--- src/rtl/wb_irq_ctrl.sv ---
// Wishbone-attached interrupt controller: per-channel edge/level detection,
// polarity, enable masking and a lowest-index-first ID register.
module wb_irq_ctrl #(
  parameter int unsigned NUM_IRQ    = 32,
  parameter logic [31:0] ENABLE_RST = 32'h0
) (
  input  logic               wb_clk_i,
  input  logic               wb_rst_i,
  input  logic [4:0]         wb_adr_i,
  input  logic [31:0]        wb_dat_i,
  input  logic [3:0]         wb_sel_i,
  input  logic               wb_we_i,
  input  logic               wb_cyc_i,
  input  logic               wb_stb_i,
  output logic [31:0]        wb_dat_o,
  output logic               wb_ack_o,
  output logic               wb_err_o,
  output logic               wb_rty_o,
  input  logic [NUM_IRQ-1:0] irq_i,
  output logic               irq_o
);

  typedef enum logic [2:0] {
    REG_RAW      = 3'd0,
    REG_PENDING  = 3'd1,
    REG_ENABLE   = 3'd2,
    REG_MODE     = 3'd3,
    REG_POLARITY = 3'd4,
    REG_ID       = 3'd5
  } reg_e;

  logic [NUM_IRQ-1:0] pending, enable, mode, polarity, prev;
  logic [NUM_IRQ-1:0] pending_d, enable_d, mode_d, polarity_d;
  logic [NUM_IRQ-1:0] act, rise, w1c, changed, active;
  logic [NUM_IRQ-1:0] wr_mask, wr_bits;
  logic [31:0]        byte_mask, rdata, id_val;
  logic [4:0]         id_idx;
  logic               req, wr;
  reg_e               reg_sel;

  // Byte-offset bits carry no meaning; registers are word-aligned.
  logic unused_adr;
  assign unused_adr = &{1'b0, wb_adr_i[1:0]};

  assign wb_err_o = 1'b0;
  assign wb_rty_o = 1'b0;

  // Suppressing a request while ack is high yields one ack per two cycles
  // under back-to-back strobes.
  assign req     = wb_cyc_i & wb_stb_i & ~wb_ack_o;
  assign wr      = req & wb_we_i;
  assign reg_sel = reg_e'(wb_adr_i[4:2]);

  assign byte_mask = {{8{wb_sel_i[3]}}, {8{wb_sel_i[2]}},
                      {8{wb_sel_i[1]}}, {8{wb_sel_i[0]}}};
  assign wr_mask   = byte_mask[NUM_IRQ-1:0];
  assign wr_bits   = wb_dat_i[NUM_IRQ-1:0] & wr_mask;

  assign act    = irq_i ^ polarity;
  assign rise   = act & ~prev;
  assign active = pending & enable;

  always_comb begin
    // NOTE: every output of this block gets a default first so no path
    // through the case leaves a value unassigned, which would infer a latch.
    enable_d   = enable;
    mode_d     = mode;
    polarity_d = polarity;
    w1c        = '0;
    if (wr) begin
      case (reg_sel)
        REG_PENDING:  w1c        = wr_bits;
        REG_ENABLE:   enable_d   = (enable   & ~wr_mask) | wr_bits;
        REG_MODE:     mode_d     = (mode     & ~wr_mask) | wr_bits;
        REG_POLARITY: polarity_d = (polarity & ~wr_mask) | wr_bits;
        default: ;
      endcase
    end
    changed = (mode_d ^ mode) | (polarity_d ^ polarity);
    // Edge bits: clear first, then set, so a coincident new edge survives.
    // Level bits track the registered activity and ignore W1C.
    pending_d = ((mode & ((pending & ~w1c) | rise)) | (~mode & act)) & ~changed;
  end

  always_comb begin
    id_idx = '0;
    for (int i = NUM_IRQ - 1; i >= 0; i--) begin
      if (active[i]) id_idx = 5'(i);
    end
    id_val = {|active, 26'd0, id_idx};
  end

  always_comb begin
    rdata = '0;
    case (reg_sel)
      REG_RAW:      rdata = 32'(act);
      REG_PENDING:  rdata = 32'(pending);
      REG_ENABLE:   rdata = 32'(enable);
      REG_MODE:     rdata = 32'(mode);
      REG_POLARITY: rdata = 32'(polarity);
      REG_ID:       rdata = id_val;
      default:      rdata = '0;
    endcase
  end

  always_ff @(posedge wb_clk_i) begin
    // NOTE: state registers use non-blocking assignments so every register
    // samples pre-edge values regardless of statement order.
    if (wb_rst_i) begin
      pending  <= '0;
      enable   <= ENABLE_RST[NUM_IRQ-1:0];
      mode     <= '0;
      polarity <= '0;
      prev     <= '0;
      irq_o    <= 1'b0;
      wb_ack_o <= 1'b0;
      wb_dat_o <= '0;
    end else begin
      pending  <= pending_d;
      enable   <= enable_d;
      mode     <= mode_d;
      polarity <= polarity_d;
      prev     <= act;
      irq_o    <= |active;
      wb_ack_o <= req;
      wb_dat_o <= req ? rdata : '0;
    end
  end

endmodule

--- config.mk ---
export PLATFORM = sky130hd
export DESIGN_NAME = wb_irq_ctrl
export DESIGN_NICKNAME = d
export VERILOG_FILES = /design/src/rtl/wb_irq_ctrl.sv
export SDC_FILE = /design/constraint.sdc
export NUM_CORES = 1
export LEC_CHECK = 0
export CAP_MARGIN = 30
export CORE_ASPECT_RATIO = 0.7
export CORE_UTILIZATION = 35
export DETAILED_ROUTE_END_ITERATION = 7
export PLACE_DENSITY = 0.6
export SETUP_SLACK_MARGIN = 0.15
export SYNTH_ARGS = -nofsm -noshare
export SYNTH_HDL_FRONTEND = slang
export SYNTH_SLANG_ARGS = --single-unit
--- constraint.sdc ---
create_clock -name wb_clk_i -period 2.95 [get_ports wb_clk_i]
set_input_delay 0.4425 -clock wb_clk_i [delete_from_list [all_inputs] [get_ports wb_clk_i]]
set_output_delay 0.4425 -clock wb_clk_i [all_outputs]
set_load 0.02 [all_outputs]
* Word-level counts from Yosys, hierarchy flattened *
Cells that the tools add are included.
Widths: inputs -> output; s select.

storage, ports and cells
  bits in registers = 194
  input bits = 78
  output and inout port bits = 36
  logic and storage cells = 85

cells by class
  eq/ne operators = 5
  muxes and demuxes = 39
  bitwise operators = 29
  reduce and logical (&&, ||, !) cells = 4

operators with widths
  kind                number
  $and 32x32->32      10
  $mux 32             6
  $or 32x32->32       6
  $pmux 32 s6         1
  $mux 5              32
  $not 32->32         5
  $xor 32x32->32      3
  $reduce_or 32->1    1
  $eq 3x2->1 const B  2
  $eq 3x3->1 const B  2
  $and 1x1->1         3
  $eq 3x1->1 const B  1
  $logic_not 3->1     1
  $not 1->1           2
  $reduce_and 2->1    1
  $reduce_or 2->1     1

* Depth between registers and ports, before layout *
Gate-level depths: netlist of run 1.

  depth in word-level cells = 34
  gate-level depth with buffers = 9
  mapped depth without buffers = 5

* Worst setup path after synthesis of run 1 *
Ideal clock, no wire load.

  path kind = reg-to-reg
  start = register wb_ack_o
  end = register pending[13]
  library setup time = 0.070 ns
  data arrival time = 1.742 ns
  required time = 2.880 ns
  setup slack = 1.138 ns
  cell stages (with the launch flop) = 9
  path buffers = 4
  period minus slack after synthesis = 1.812 ns
  cells stage by stage = dfxtp_1 -> and4b_1 -> buf_6 -> buf_6 -> and3_4 -> buf_6 -> buf_8 -> a221o_1 -> a21oi_1

on the way
  longest elaborated chain between the ends = 10
  elaborated cells between the ends (all ways) = 16
  classes of those cells = mux: 3; bitwise: 13

RTL lines
  item                    line  RTL
  from (decl)             16    output logic wb_ack_o,
  from (signal assigned)  125   wb_ack_o <= req;
  $not 1->1 (*)           50    assign req = wb_cyc_i & wb_stb_i & ~wb_ack_o;
  $and 1x1->1 (*)         50
  $and 1x1->1 (*)         51    assign wr = req & wb_we_i;
  $mux 32                 70    if (wr) begin
  $not 32->32             82    pending_d = ((mode & ((pending & ~w1c) | rise)) | (~mode & act)) & ~changed;
  $and 32x32->32          82
  $or 32x32->32           82
  $and 32x32->32          82
  $or 32x32->32           82
  $and 32x32->32 (*)      82
  to (signal assigned)    119   pending <= pending_d;
  to (decl)               32    logic [NUM_IRQ-1:0] pending, enable, mode, polarity, prev;

Mark *: on every way between the ends. The rest lies on a longest branch, timed or not.
A chain may end at the register's enable or synchronous reset.

* Worst setup path in the final report of run 1 *
  start = input port wb_adr_i[2]
  end = register pending[8]

on the way
  longest elaborated chain between the ends = 9
  elaborated cells between the ends (all ways) = 19
  classes of those cells = eq/ne: 3; mux: 6; bitwise: 10

RTL lines
  item                line  RTL
  from (decl)         9     input logic [4:0] wb_adr_i,
  $eq 3x1->1          71    case (reg_sel)
  $mux 32             71
  $mux 32             70
  $not 32->32         82
  $and 32x32->32      82
  $or 32x32->32       82
  $and 32x32->32      82
  $or 32x32->32       82
  $and 32x32->32 (*)  82

Marked as above.

==> results.py, run 1 <==
metrics = {
    "clock_tree": {
        "clockBufferDepth": 2,
        "cts_tree": "built",
        "clock-sinks": 194,
        "clock_latency_ns": 0.46,
        "clk_pin_slew_ns": 0.08,
        "cts-resized-gates": 0,
        "post_cts_buffers": 0,
        "cts_buffers": 17,
        "cts_root_buf": "clkbuf_16",
        "htreeDepth": 4,
        "cts_hold_buf": 0,
    },
    "worst_setup_path": {
        "path_class": "in -> reg",
        "cp_max_fo": 13,
        "cp-start-kind": "input port",
        "worstPathArrival_ns": 2.63,
        "end_kind": "flop",
        "worstPathRequired_ns": 3.27,
    },
    "sta": {
        "setup_viol": 0,
        "timing.fmax_mhz": 433.8,
        "worst_pin_slew_ns": 0.7401,
        "slew_headroom_pct": 50.66,
        "period_share_pct": 78.15,
        "drv_slew": 0,
        "grt_setup_unrepaired": "no",
        "min_period_ns": 2.305,
        "tns_ns": 0,
        "finClkSkew_ns": 0.02081,
        "hold_violations": 0,
        "holdWs_ns": 0.3832,
    },
    "synth": {
        "syn_area_per_cell_sq_um": 8.251,
        "synth_cell_types": 66,
        "ys_seq_area_share_pct": 40.51,
        "synthAdderAreaFrac_pct": 0,
        "ys.flop_type": "dfxtp_1",
        "synth_compound_area_share_pct": 24.68,
        "syn_area_sq_um": 9588,
        "synth_edf_count": 0,
        "synth-xor-area-share_pct": 3.837,
        "ys_async_sr_fraction_pct": 0,
        "synth_top_family_by_area": "compound AO/OA/AOI/OAI gates",
        "ys_seq_elements": 194,
        "yosys.area_share.simple_pct": 19.76,
        "syn_inst": 1162,
        "synthMuxAreaShare_pct": 6.120,
        "yosysWarnings": 0,
    },
    "final_layout": {
        "area_growth_pct": 21.23,
        "drive_above_1_share_pct": 7.959,
        "n_fill_cell": 2652,
        "diodes": 0,
        "seq_area_sq_um": 3884,
        "finish.net_count": 1334,
        "multi_input_area_sq_um": 5223,
    },
    "place": {
        "hpwl_um": 20880,
        "io_buffers": 109,
        "routabilityCongestion": 0.8598,
    },
    "die": {
        "rows": 50,
        "core_area_sq_um": 26840,
        "initial_core_util_pct": 35.72,
        "fp.dieH_um": 140.5,
        "ios": 114,
        "dieArea_sq_um": 28070,
        "die_w_um": 199.8,
    },
    "routing": {
        "via_count": 9116,
        "ant_nets": 0,
        "dr.pass1.iters": 7,
        "routed_wl_um": 30280,
        "vias_per_cell": 5.582,
        "remaining_drc_errors": 0,
        "wl_per_cell_um": 18.54,
        "drt_iter0_markers": 925,
    },
    "power": {
        "p_sw_mw": 1.472,
        "p_sw_share_pct": 26.69,
        "p_int_mw": 4.043,
        "power_frac_comb_pct": 9.6,
        "clockPowerShare_pct": 41.1,
        "p_per_area_nw_per_um2": 474.4,
        "power_frac_seq_pct": 49.3,
        "peakVddDrop_mv": 0.3447,
        "leakagePower_nw": 4.093,
    },
    "global_route": {
        "overflow": 0,
        "track_usage_pct": 22.00,
        "grt_max_degree": 68,
        "grt_pass1_vias": 8226,
        "antenna_found_initial": 0,
        "grt_first_pass_wirelength_um": 47540,
    },
    "status": {
        "status": "finished clean",
    },
    "job": {
        "maxCapViolations": 0,
    },
    "hold_path": {
        "hold_path.class": "in -> reg",
    },
}
==> cell usage in the layout, fill, tap and decap left out, types with 21 or more instances in the layout <==
cell / n
xnor2_1: 34
a211oi_1: 26
clkdlybuf4s50_1: 106
nand2_1: 226
nor2_1: 99
a21oi_1: 146
mux2i_1: 35
o21ai_0: 27
nand3_1: 24
o221ai_1: 22
buf_4: 44
a221o_1: 21
a22oi_1: 21
dfxtp_1: 194
==> per-stage QoR <==
step	util [%]	cells	area, sq um	worst slack [ns]	power, mW
after floorplan	-	1163	9592	1.138	3.042
after global placement	41.23	1601	11070	0.2745	3.297
after detailed placement	41.23	1601	11070	0.2768	3.301
after CTS	43.31	1633	11620	0.7522	5.558
after global routing	43.31	1633	11620	0.4911	5.722
final	43.31	1633	11620	0.6446	5.515
==> cells in the mapped netlist (4+ instances only) <==
cell type  count  area share, %
a211o_1       11            1.0
a211oi_1      26            2.0
a21o_1         4           0.31
a21oi_1      146            7.6
a221o_1       21            2.2
a222oi_1      15            1.6
a22o_1        10           0.91
a22oi_1       21            1.6
a31oi_1       14           0.91
a32o_1         6           0.63
a32oi_1        5           0.46
and3_1        12           0.78
buf_2         25            1.3
buf_4          5           0.39
buf_6          6           0.70
clkbuf_1      39            1.5
dfxtp_1      194             41
inv_1         20           0.78
mux2i_1       35            3.7
mux4_2         9            2.1
nand2_1      226            8.8
nand3_1       24            1.3
nand3_2        4           0.42
nor2_1        99            3.9
nor2b_1       18            1.2
nor3b_1       17            1.3
o21ai_0       27            1.4
o221ai_1      22            2.0
o22ai_1        5           0.33
xnor2_1       34            3.1
xor2_1         8           0.73
==> area by class of cell <==
class	instances	area share, %
timing repair buffer	153	12.23
clock inverter	13	0.9903
inverter	22	0.7104
tap	364	3.918
multi-input combinational	868	44.93
clock buffer	19	3.811
sequential	194	33.41
==> worst paths after layout <==
check	from	to	slack [ns]	cells after the start
worst min-delay path	wb_rst_i	prev[15]	0.38	2
worst max register to register	flop	wb_dat_o[31]	0.75	5
worst max-delay path	wb_adr_i[2]	pending[8]	0.64	7
worst min register to register	mode[6]	mode[6]	0.50	2
==> routing by layer <==
layer  up-vias  track usage, %  share of wire, %
met4         0           4.902              0.93
li1       4395               -                 -
met1      4383           33.66                51
met5         -               0                 0
met3        19           4.431               6.9
met2       319           31.10                42
==> power groups by stage <==
stage	Combinational, mW	Sequential, mW	Clock, mW
6_report	0.529	2.72	2.27
5_1_grt	0.574	2.73	2.42
4_1_cts	0.525	2.72	2.32
3_5_place_dp	0.522	2.78	0
3_3_place_gp	0.519	2.78	0
2_1_floorplan	0.274	2.77	0
==> cells by family (layout without fill, tap and decap cells) <==
group,after synthesis,in the layout
AND/OR/NAND/NOR,426,426
AO/OA/AOI/OAI,351,351
flip-flops,194,194
buffers and inverters,101,207
multiplexers,47,47
XOR/XNOR,42,42
other,1,2
==> worst max-delay path, cell delays in order <==
cell and delay, ns:
clkdlybuf4s50_1 0.55, buf_4 0.18, and3b_1 0.23, buf_4 0.22, nand3_1 0.51, o221ai_1 0.40, a21oi_1 0.10
No activity file was read; power rests on OpenSTA's default activity.
==> run 2: changes to the inputs <==
--- a/config.mk
+++ b/config.mk
@@ -9,7 +9,7 @@
 export CORE_ASPECT_RATIO = 0.7
 export CORE_UTILIZATION = 35
 export DETAILED_ROUTE_END_ITERATION = 7
-export PLACE_DENSITY = 0.6
+export PLACE_DENSITY = 0.62
 export SETUP_SLACK_MARGIN = 0.15
 export SYNTH_ARGS = -nofsm -noshare
 export SYNTH_HDL_FRONTEND = slang
==> constraint.sdc (replaced) <==
create_clock -name wb_clk_i -period 1.9 [get_ports wb_clk_i]
set_input_delay 0.285 -clock wb_clk_i [delete_from_list [all_inputs] [get_ports wb_clk_i]]
set_output_delay 0.285 -clock wb_clk_i [all_outputs]
set_load 0.02 [all_outputs]
==> run 2 against run 1 <==
Compared with the run above: setup slack got worse by 0.48 ns; combinational power up 82%; critical path depth shrank 1; sequential share of layout area down 2.9 points; clock-buffer cell count unchanged; non-clock buffer count grew 99; wire length is 5.7% higher; via count grew 4.7%; largest cell class unchanged; highest routed layer unchanged.
==> results.py, run 2 (synthesis gave the netlist of run 1 again) <==
metrics = {
    "global_route": {
        "grt_max_degree": 87,
        "grt_pass1_vias": 8657,
        "overflow": 0,
        "grt_first_pass_wirelength_um": 49000,
        "antenna_found_initial": 0,
        "track_usage_pct": 22.56,
    },
    "routing": {
        "wl_met3_um": 2468,
        "remaining_drc_errors": 0,
        "dr.pass1.iters": 8,
        "drt_iter0_markers": 994,
        "via_count": 9548,
        "ant_nets": 0,
        "vias_per_cell": 5.513,
        "topRoutingLayerUsed": "met4",
        "wl_per_cell_um": 18.47,
        "met2WireLength_um": 13280,
        "routed_wl_um": 31990,
        "wl_met1_um": 15910,
    },
    "final_layout": {
        "area_growth_pct": 32.99,
        "diodes": 0,
        "drive_above_1_share_pct": 17.62,
        "final_cell_mix": "nand2_1, dfxtp_1, a21oi_1, buf_4, clkdlybuf4s50_1",
        "utilization_pct": 47.51,
        "final_common_cell": "nand2_1",
        "finish.net_count": 1433,
    },
    "clock_tree": {
        "clock-sinks": 194,
        "cts_tree": "built",
        "cts_root_buf": "clkbuf_16",
        "clk_pin_slew_ns": 0.08,
        "clock_latency_ns": 0.45,
        "htreeDepth": 4,
        "clockBufferDepth": 2,
        "cts_buffers": 17,
    },
    "die": {
        "ios": 114,
        "initial_core_util_pct": 35.72,
        "rows": 50,
        "die_w_um": 199.8,
        "core_area_sq_um": 26840,
        "dieArea_sq_um": 28070,
        "fp.dieH_um": 140.5,
    },
    "place": {
        "routabilityCongestion": 0.8637,
        "hpwl_um": 22690,
        "io_buffers": 109,
    },
    "power": {
        "power_frac_seq_pct": 48.3,
        "p_sw_share_pct": 27.00,
        "clockPowerShare_pct": 40.7,
        "leakagePower_nw": 4.733,
        "p_int_mw": 6.372,
        "power_frac_comb_pct": 11.0,
        "p_sw_mw": 2.357,
        "peakVddDrop_mv": 0.6450,
        "p_per_area_nw_per_um2": 684.5,
    },
    "sta": {
        "grt_setup_unrepaired": "yes",
        "setup_viol": 0,
        "finClkSkew_ns": 0.01357,
        "min_period_ns": 1.734,
        "drv_slew": 0,
        "period_share_pct": 91.27,
        "holdWs_ns": 0.3617,
        "timing.fmax_mhz": 576.7,
        "hold_violations": 0,
    },
    "worst_setup_path": {
        "worstPathArrival_ns": 2.07,
        "end_kind": "flop",
        "cp-start-kind": "flop",
        "cp_max_fo": 3,
        "worstPathRequired_ns": 2.24,
        "path_class": "reg -> reg",
    },
    "job": {
        "maxCapViolations": 0,
    },
    "status": {
        "status": "finished clean",
    },
    "hold_path": {
        "hold_path.class": "in -> reg",
    },
}
==> run 2: changes by cell type in the layout (fill, tap and decap cells not counted), moves of 4 or more <==
cell,delta
buf_4,+79
buf_12,+13
dfxtp_1,-8
dfxtp_2,+8
buf_6,+6
and3_1,-5
a22oi_1,-4
a22oi_2,+4
==> run 2: per-layer routing <==
layer  vias to the layer above  track usage, %
met3                        21           3.780
met4                         0           5.303
li1                       4585               -
met2                       378           31.54
met1                      4564           35.17
met5                         -               0
==> run 2: worst paths after layout <==
check                           depth (start not counted)  slack, ns            to     start
worst max-delay path                                    6       0.17   wb_dat_o[0]      flop
worst min-delay path                                    3       0.36  polarity[20]  wb_rst_i
worst max register to register                          6       0.17   wb_dat_o[0]      flop
worst min register to register                          2       0.50       mode[6]   mode[6]
==> run 2: layout make-up <==
type | instances | area (sq um)
Clock buffer | 19 | 442.9
Tap cell | 364 | 455.4
Sequential cell | 194 | 3894
Multi-Input combinational cell | 868 | 5391
Fill cell | 2609 | 14090
Inverter | 22 | 82.58
Clock inverter | 13 | 116.4
Timing Repair Buffer | 252 | 2369
==> run 2: stage by stage <==
stage	power, mW	setup WS [ns]	setup TNS (ns)	std cells	area [sq um]
2_1_floorplan	4.723	0.1632	0	1163	9593
3_3_place_gp	5.212	-0.3403	-20.67	1696	11940
3_5_place_dp	5.223	-0.4179	-24.99	1696	11940
4_1_cts	8.745	0.07406	0	1728	12540
5_1_grt	9.020	0.09087	0	1732	12750
6_report	8.728	0.1659	0	1732	12750
==> run 2: what timing repair did <==
action,in CTS,in global routing
endpoints found under the hold margin,0,0
cloned,0,1
pin swaps,2,15
gates resized for setup,11,46
endpoints found under the setup margin,32,68
hold buffers,0,0
buffers inserted,0,3
==> run 2: power groups by stage <==
stage / Combinational (mW) / Clock [mW] / Sequential [mW]
5_1_grt: 1.03 / 3.77 / 4.22
2_1_floorplan: 0.425 / 0 / 4.30
3_3_place_gp: 0.910 / 0 / 4.30
3_5_place_dp: 0.920 / 0 / 4.30
4_1_cts: 0.927 / 3.61 / 4.21
6_report: 0.963 / 3.55 / 4.21
==> run 2: worst max-delay path, stage by stage, from the launching register on <==
cell and delay (ns):
dfxtp_2 0.36, buf_6 0.11, nand2_4 0.05, a32o_2 0.28
a211o_1 0.25, a211o_1 0.29, a32o_2 0.28
